`src/rtl/mux_pkg.sv`:
```
// Shared selection-mode encoding and select-width helper for the arbitrated N:1 mux.
package mux_pkg;

  localparam logic MODO_FIXO = 1'b0;
  localparam logic MODO_RR   = 1'b1;

  // Select width is never zero so N=1 still has a real S/GRANT port.
  function automatic int calc_sel_w(input int n);
    return (n <= 1) ? 1 : $clog2(n);
  endfunction

endpackage

```
`src/rtl/arbitro_round_robin.sv`:
```
// Combinational rotating-priority search: first requester at or after ptr, wrapping at N.
// Zero latency; no state, so backpressure is handled entirely by the caller.
module arbitro_round_robin #(
  parameter int N     = 4,
  parameter int SEL_W = 2
) (
  input  logic [N-1:0]     req,
  input  logic [SEL_W-1:0] ptr,
  output logic             hit,
  output logic [SEL_W-1:0] idx
);

  int w_dist;
  int w_best;

  // Rotated distance from ptr; the closest requester wins.
  always_comb begin
    hit    = 1'b0;
    idx    = '0;
    w_dist = 0;
    w_best = N;
    for (int c = 0; c < N; c++) begin
      if (req[c]) begin
        w_dist = (c >= int'(ptr)) ? (c - int'(ptr)) : (c + N - int'(ptr));
        if (w_dist < w_best) begin
          w_best = w_dist;
          idx    = SEL_W'(c);
          hit    = 1'b1;
        end
      end
    end
  end

endmodule

```
`src/rtl/mux_n_para_1_arbitrado.sv`:
```
// Registered N:1 channel mux with fixed or round-robin selection; 1-cycle latency, 1 word/cycle.
// Y holds while VALID_OUT && !READY_OUT; READY_IN is combinational from READY_OUT and the selection.
module mux_n_para_1_arbitrado
  import mux_pkg::*;
#(
  parameter  int WIDTH = 8,
  parameter  int N     = 4,
  localparam int SEL_W = calc_sel_w(N)
) (
  input  logic               clk,
  input  logic               rst,
  input  logic               MODE,
  input  logic [SEL_W-1:0]   S,
  input  logic [N*WIDTH-1:0] D,
  input  logic [N-1:0]       VALID_IN,
  output logic [N-1:0]       READY_IN,
  output logic [WIDTH-1:0]   Y,
  output logic               VALID_OUT,
  input  logic               READY_OUT,
  output logic [SEL_W-1:0]   GRANT
);

  logic [WIDTH-1:0] r_y;
  logic             r_valid;
  logic [SEL_W-1:0] r_grant;
  logic [SEL_W-1:0] r_ptr;

  logic             w_load;
  logic             w_rr_hit;
  logic [SEL_W-1:0] w_rr_idx;
  logic             w_fix_hit;
  logic             w_hit;
  logic [SEL_W-1:0] w_ch;
  logic [N-1:0]     w_rdy;
  logic             w_xfer;
  logic [WIDTH-1:0] w_dat;
  logic [SEL_W-1:0] w_ptr_nxt;

  assign w_load = !r_valid || READY_OUT;

  // Out-of-range selects only exist when N is not a power of two.
  generate
    if ((1 << SEL_W) > N) begin : g_sel_range
      assign w_fix_hit = (S < SEL_W'(N));
    end else begin : g_sel_full
      assign w_fix_hit = 1'b1;
    end
  endgenerate

  arbitro_round_robin #(
    .N     (N),
    .SEL_W (SEL_W)
  ) u_arb (
    .req (VALID_IN),
    .ptr (r_ptr),
    .hit (w_rr_hit),
    .idx (w_rr_idx)
  );

  assign w_hit = (MODE == MODO_RR) ? w_rr_hit : w_fix_hit;
  assign w_ch  = (MODE == MODO_RR) ? w_rr_idx : S;

  always_comb begin
    w_rdy = '0;
    for (int c = 0; c < N; c++) begin
      if (!rst && w_load && w_hit && (w_ch == SEL_W'(c))) begin
        w_rdy[c] = 1'b1;
      end
    end
  end

  always_comb begin
    w_dat = '0;
    for (int c = 0; c < N; c++) begin
      if (w_rdy[c]) begin
        w_dat = D[c*WIDTH +: WIDTH];
      end
    end
  end

  assign w_xfer    = |(w_rdy & VALID_IN);
  assign w_ptr_nxt = (w_ch == SEL_W'(N - 1)) ? '0 : (w_ch + SEL_W'(1));

  always_ff @(posedge clk or posedge rst) begin
    if (rst) begin
      r_y     <= '0;
      r_valid <= 1'b0;
      r_grant <= '0;
      r_ptr   <= '0;
    end else if (w_load) begin
      r_valid <= w_xfer;
      if (w_xfer) begin
        r_y     <= w_dat;
        r_grant <= w_ch;
        if (MODE == MODO_RR) begin
          r_ptr <= w_ptr_nxt;
        end
      end
    end
  end

  assign READY_IN  = w_rdy;
  assign Y         = r_y;
  assign VALID_OUT = r_valid;
  assign GRANT     = r_grant;

endmodule

```
`config.mk`:
```
export PLATFORM = sky130hd
export DESIGN_NAME = mux_n_para_1_arbitrado
export DESIGN_NICKNAME = d
export VERILOG_FILES = /design/src/rtl/mux_pkg.sv /design/src/rtl/arbitro_round_robin.sv /design/src/rtl/mux_n_para_1_arbitrado.sv
export SDC_FILE = /design/constraint.sdc
export NUM_CORES = 1
export LEC_CHECK = 0
export BUFFER_PORTS_ARGS = -buffer_cell sky130_fd_sc_hd__buf_4
export CORE_MARGIN = 3
export CORE_UTILIZATION = 49
export DETAILED_ROUTE_END_ITERATION = 12
export MAX_ROUTING_LAYER = met4
export PLACE_DENSITY = 0.85
export SYNTH_ARGS = -nofsm -noshare
export SYNTH_HDL_FRONTEND = slang
export SYNTH_HIERARCHICAL = 1
export SYNTH_SLANG_ARGS = --single-unit
```
`constraint.sdc`:
```
create_clock -name clk -period 14.5 [get_ports clk]
set_input_delay 0.725 -clock clk [delete_from_list [all_inputs] [get_ports clk]]
set_output_delay 0.725 -clock clk [all_outputs]
set_load 0.03 [all_outputs]
```
==> results of run 1 <==
area by class of cell:
cell class / instances / area [um2] / area share
multi-input cells: 112 / 891 / 0.508
repair buffers: 56 / 420 / 0.240
flip-flops and latches: 13 / 325 / 0.185
inverters: 14 / 52.6 / 0.0300
well taps: 30 / 37.5 / 0.0214
clock buffers: 3 / 22.5 / 0.0128
clock inverters: 1 / 5.00 / 0.00285
worst reg2reg max path, stage by stage (launching register included):
cell	delay (ns)
dfrtp_1	0.55
inv_1	0.12
ha_1	0.25
and2_2	0.22
ha_1	0.25
o2bb2ai_2	0.28
nand3_1	0.13
nand3_1	0.13
inv_1	0.05
ha_1	0.26
nand2_1	0.04
a311o_1	0.28
and3_4	0.19
mux2i_1	0.12
ha_1	0.29
inv_1	0.05
a221o_1	0.35
a21o_2	0.22
mux2i_1	0.30
inv_1	0.11
ha_1	0.27
a22o_1	0.28
o2111ai_4	0.53
a211oi_1	0.15
a21o_1	0.19
kinds of logic after synthesis:
logic type / share of synthesized area
mux: 0.0399
simple gates: 0.170
fa+ha+maj: 0.133
buf+inv: 0.0769
flops: 0.247
compound gates: 0.333
flip-flops by register name, indices dropped and copies added, names as in the netlist:
| register | count |
|---|---|
| Y | 8 |
| GRANT | 2 |
| r_ptr | 2 |
| VALID_OUT | 1 |
per-layer routing:
layer / GRT usage / share of wire
met5: - / 0
met4: 0.0662 / 0.014
met3: 0.0379 / 0.069
met2: 0.358 / 0.45
met1: 0.350 / 0.47
cell usage after synthesis:
cell type  number  area (um2)
nand3_1         3        15.0
a22oi_1         8        60.1
nor3b_1         1        7.51
clkbuf_1        2        7.51
nand2b_1        4        25.0
nor2_1          4        15.0
nand2_1        10        37.5
o21ai_0         4        20.0
and2_1          4        25.0
ha_1           14         175
dfrtp_1        13         325
o2111ai_4       1        26.3
and3b_2         1        10.0
inv_1          14        52.6
and3_4          1        11.3
a21oi_1         1        5.00
and3_1          1        6.26
a22o_1          1        8.76
nor4b_1         1        8.76
o2bb2ai_2       1        15.0
buf_4           1        7.51
and2b_1         1        7.51
a21o_1          8        60.1
a21boi_0        1        7.51
a311o_1         1        10.0
nor2b_1         2        12.5
a22o_4          1        17.5
a211oi_1       10        75.1
o22ai_1         8        50.1
nand4_1         1        6.26
or4_4           1        11.3
and2b_4         1        10.0
a221o_1         1        10.0
and2_2          2        15.0
a21o_2          1        8.76
a31o_2          2        17.5
buf_6           3        33.8
o211ai_1        4        30.0
mux2_2          2        22.5
mux2i_1         3        30.0
a221oi_1        2        17.5
stage by stage:
stage / hold WS, ns / cells / power, mW / worst slack [ns]
finish: 0.486 / 229 / 0.366 / 8.54
global route: 0.492 / 229 / 0.394 / 8.18
CTS: 0.488 / 229 / 0.363 / 8.59
detailed placement: 0.469 / 225 / 0.339 / 8.90
global placement: 0.461 / 225 / 0.329 / 9.03
floorplan: 0.609 / 145 / 0.267 / 9.56
power by group:
part | switching [mW] | internal, mW | leakage, nW | total, mW
Sequential | 0.0150 | 0.0532 | 0.163 | 0.0683
Combinational | 0.160 | 0.115 | 0.726 | 0.275
Clock | 0.0126 | 0.0102 | 0.0177 | 0.0229
Total | 0.188 | 0.178 | 0.907 | 0.366
how the worst max path moves through the flow:
stage / startpoint / to / slack [ns] / cells after the start
2_1_floorplan: r_ptr[1] / READY_IN[1] / 9.56 / 21
3_3_place_gp: r_ptr[1] / READY_IN[1] / 9.03 / 23
3_5_place_dp: r_ptr[1] / Y[1] / 8.90 / 24
4_1_cts: r_ptr[1] / READY_IN[1] / 8.59 / 23
5_1_grt: r_ptr[1] / READY_IN[1] / 8.18 / 23
6_report: r_ptr[1] / READY_IN[1] / 8.54 / 23
==> results.cfg, run 1 <==
[grt]
grt_max_degree = 22
grt_pass1_vias = 1353
grt-ovfl-total = 0
grtUsageTotal = 0.244
antenna_found_initial = 0
grt_pass1_wl_um = 6410

[critical_path]
cp-end-kind = output port
critPathLaunchType = flip-flop
critPathKind = flip-flop to output port
rrSetupSlack_ns = 8.77
worstReg2RegEnd = Y[1]
cpMaxStageDelayCell = dfrtp_1
worstPathCellList = inv_1, ha_1, and2_2, ha_1, o2bb2ai_2, nand3_1, nand3_1, inv_1, ha_1, nand2_1, a311o_1, and3_4, mux2i_1, ha_1, nand2b_1, a221oi_1, nand4_1, o211ai_1, mux2i_1, inv_1, ha_1, and2_1, buf_4
cp_data_required_time_ns = 13.78
rr_worst_depth = 24
cp_top_family = adder cells
worst-path-max-fanout = 11
crit_path_max_incr_delay_ns = 0.55
crit_buf_inv = 4
r2r-start = r_ptr[1]
cp.arrival_ns = 5.24
cp_common_cell = ha_1

[floorplan]
initial_core_util = 0.522
core-area_um2 = 2520
ios = 57
dieArea_um2 = 3350
fp.dieH_um = 57.9
rows = 18
die_w_um = 57.9

[routing]
drcViolationCount = 0
viasPerCell = 5.86
avgRoutedWirePerCell_um = 16.4
num_vias = 1342
detail-route-antenna-nets = 0
drt_iter0_markers = 55
dr.pass1.iters = 4
routed_wl_um = 3760

[timing]
finClkSkew_ns = 0.00481
finalHoldViolations = 0
relSlewSlack = 0.596
post-route-period-util = 0.411
drv_slew = 0
grt_setup_unrepaired = no
setup_viol = 0
tightest_slew_ns = 0.605
fin_tns_setup_ns = 0
finalCriticalPeriod_ns = 5.96
max_freq_mhz = 168

[placement]
place_area_um2 = 1730
post-dp-hpwl_um = 3050
gp_congestion = 0.839
port_buffers = 56

[clocking]
clock_path_buffers = 2
cts_htree_levels = 1
cts_hold_buf = 0
cts.repair.resized = 0
cts_buffers = 3
cts_root_buffer = clkbuf_4
cts_tree = built
numClockSinks = 13
clk_latency_ns = 0.28
cts_setup_buffers = 0
path_clk_slew_ns = 0.09

[run_status]
status = completed

[synthesis]
yosysSeqAreaShare = 0.247
synth_warnings = 6
syn_area_um2 = 1320
yosys_register_bits = 13
syn-num-nets = 201
synth_cells = 145
synthDistinctLibCells = 41
avgSynthCellArea_um2 = 9.09

[power_and_ir_drop]
cellLeakagePower_nw = 0.907
peakVddDrop_uv = 136
power_density_nw_per_um2 = 209

[min_path]
hold_end = Y[5]
min_from = Y[5]
whs_path_depth = 1
hold_class = flip-flop to flip-flop

[cells_and_area]
syn_to_final_growth_pct = 33.1
fillers = 195
fin_util = 0.695
diodes = 0
design_area_um2 = 1750
layout-drive-gt1-share = 0.372
layout_common_cells = buf_4 (56), inv_1 (14), ha_1 (14), dfrtp_1 (13)
final_common_cell = buf_4
nNetsFinal = 256

[flow_run]
maxCapViolations = 0
Note: power is estimated with default switching activity, not from simulation.
==> inputs of run 2 (changes only) <==
--- a/config.mk
+++ b/config.mk
@@ -7,10 +7,10 @@
 export LEC_CHECK = 0
 export BUFFER_PORTS_ARGS = -buffer_cell sky130_fd_sc_hd__buf_4
 export CORE_MARGIN = 3
-export CORE_UTILIZATION = 49
+export CORE_UTILIZATION = 48
 export DETAILED_ROUTE_END_ITERATION = 12
 export MAX_ROUTING_LAYER = met4
-export PLACE_DENSITY = 0.85
+export PLACE_DENSITY = 0.84
 export SYNTH_ARGS = -nofsm -noshare
 export SYNTH_HDL_FRONTEND = slang
 export SYNTH_HIERARCHICAL = 1
==> constraint.sdc (replaced) <==
create_clock -name clk -period 5.8 [get_ports clk]
set_input_delay 0.29 -clock clk [delete_from_list [all_inputs] [get_ports clk]]
set_output_delay 0.29 -clock clk [all_outputs]
set_load 0.03 [all_outputs]
==> run 2 against run 1 <==
Clock-buffer cell count grew 1. Sequential share of layout area shrank 0.29 points. Power grew to 2.5 times the previous value. Combinational power rose to 2.6 times the previous value. Critical path type is now flip-flop to flip-flop. Critical path depth is 2 higher. First-iteration DRC count rose by 7.3%. Die area increased by 1.9%. Sequential power up 130%. Setup slack worse by 8.1 ns. Register-to-register slack worse by 8.3 ns. Worst hold slack got worse by 0.42 ns. Sequential cell count unchanged.
==> results.cfg, run 2 (synthesis results as in run 1) <==
[run_status]
status = completed

[power_and_ir_drop]
power_density_nw_per_um2 = 521
peakVddDrop_uv = 378
cellLeakagePower_nw = 0.917

[cells_and_area]
final_common_cell = buf_4
diodes = 0
layout-drive-gt1-share = 0.386
syn_to_final_growth_pct = 35.2
layout_common_cells = buf_4 (59), inv_1 (14), ha_1 (14), dfrtp_1 (13)
largest_register_ff_count = 8
fillers = 197
multi_input_area_um2 = 897
design_area_um2 = 1780
register_area_um2 = 325
nNetsFinal = 259

[flow_run]
maxCapViolations = 0

[critical_path]
cp-end-kind = flip-flop
critPathKind = flip-flop to flip-flop
rr_worst_depth = 25
cpMaxStageDelayCell = o2111ai_4
cp-endpoint = GRANT[1]
r2r-start = r_ptr[1]
critPathLaunchType = flip-flop
crit_path_max_incr_delay_ns = 0.45
cp.arrival_ns = 5.49
crit_start = r_ptr[1]
cp_data_required_time_ns = 5.94
rrSetupSlack_ns = 0.45
worst-path-max-fanout = 17
worstReg2RegEnd = GRANT[1]

[floorplan]
fp.dieH_um = 58.4
core-area_um2 = 2540
rows = 18
initial_core_util = 0.518
ios = 57
die_w_um = 58.4
dieArea_um2 = 3410

[grt]
antenna_found_initial = 0
grt_pass1_vias = 1315
grt_max_degree = 18
grtUsageTotal = 0.238
grt-ovfl-total = 0
grt_pass1_wl_um = 6130

[timing]
finalHoldViolations = 0
finClkSkew_ns = 0.000732
max_freq_mhz = 187
drv_slew = 0
fin_tns_setup_ns = 0
post-route-period-util = 0.923
grt_setup_unrepaired = no
tightest_slew_ns = 0.565
holdWs_ns = 0.0685
relSlewSlack = 0.623
finalCriticalPeriod_ns = 5.35
setup_viol = 0

[clocking]
clock_path_buffers = 2
path_clk_slew_ns = 0.08
cts_tree = built
numClockSinks = 13
cts_buffers = 3
cts_htree_levels = 1
cts_root_buffer = clkbuf_4
cts_hold_buf = 0
clk_latency_ns = 0.27

[routing]
avgRoutedWirePerCell_um = 16.4
drt_iter0_markers = 59
routed_wl_um = 3790
num_vias = 1347
dr.pass1.iters = 4
viasPerCell = 5.81
detail-route-antenna-nets = 0
drcViolationCount = 0

[min_path]
hold_class = primary input to asynchronous set/reset pin

[placement]
place_area_um2 = 1750
post-dp-hpwl_um = 3190
port_buffers = 56
gp_congestion = 0.953
## run 2: changes by cell type in the layout (fill, tap and decap cells not counted)
cell / previous run / this run
clkinv_2: 1 / 0
mux2i_1: 3 / 2
mux2i_2: 0 / 1
buf_4: 56 / 59
nor2b_1: 2 / 1
clkbuf_1: 0 / 1
nor2b_2: 0 / 1
## run 2: through the flow
stage / cells / setup slack, ns / utilization / power [mW]
3_3_place_gp: 228 / 0.587 / 0.687 / 0.840
2_1_floorplan: 145 / 0.960 / - / 0.668
6_report: 232 / 0.447 / 0.700 / 0.928
5_1_grt: 232 / 0.0409 / 0.700 / 1.01
3_5_place_dp: 228 / 0.495 / 0.687 / 0.856
4_1_cts: 232 / 0.458 / 0.698 / 0.914
## run 2: worst min path at each step
stage / cells past startpoint / slack (ns) / end
2_1_floorplan: 1 / 0.20 / GRANT[0]
3_3_place_gp: 2 / 0.37 / r_ptr[0]
3_5_place_dp: 2 / 0.39 / VALID_OUT
4_1_cts: 2 / 0.09 / VALID_OUT
5_1_grt: 2 / 0.1 / GRANT[1]
6_report: 2 / 0.07 / VALID_OUT
## run 2: final cells by class
type / instances / area share
Clock buffer: 4 / 0.0147
Inverter: 14 / 0.0295
Multi-Input combinational cell: 112 / 0.504
Sequential cell: 13 / 0.183
Tap cell: 30 / 0.0211
Timing Repair Buffer: 59 / 0.249
## run 2: routing by layer
metal / wire (um) / vias to the layer above / global-route usage
met2: 1770 / 35 / 0.329
met3: 175 / 4 / 0.0197
met4: 21 / 0 / 0.0464
li1: - / 656 / -
met5: 0 / - / -
met1: 1830 / 652 / 0.374
## run 2: critical path, delay by kind of cell, from the launching register on
family / cells / cell delay, ns
AOI/OAI and AO/OA: 7 / 1.94
adders and majority gates: 5 / 1.23
buffers and inverters: 6 / 0.59
DFF: 1 / 0.38
muxes: 2 / 0.42
and+or+nand+nor: 5 / 0.66
## run 2: repair_timing
item                       CTS  global route
hold endpoints to repair     0             0
setup endpoints to repair    0             7
buffers inserted             0             0
gates resized for setup      0             2
## run 2: where the power goes
part	switching [mW]	leakage [nW]	internal [mW]	total, mW
combinational	0.415	0.739	0.300	0.715
sequential	0.0241	0.163	0.133	0.157
clock	0.0287	0.0150	0.0266	0.0553
total	0.468	0.917	0.460	0.928
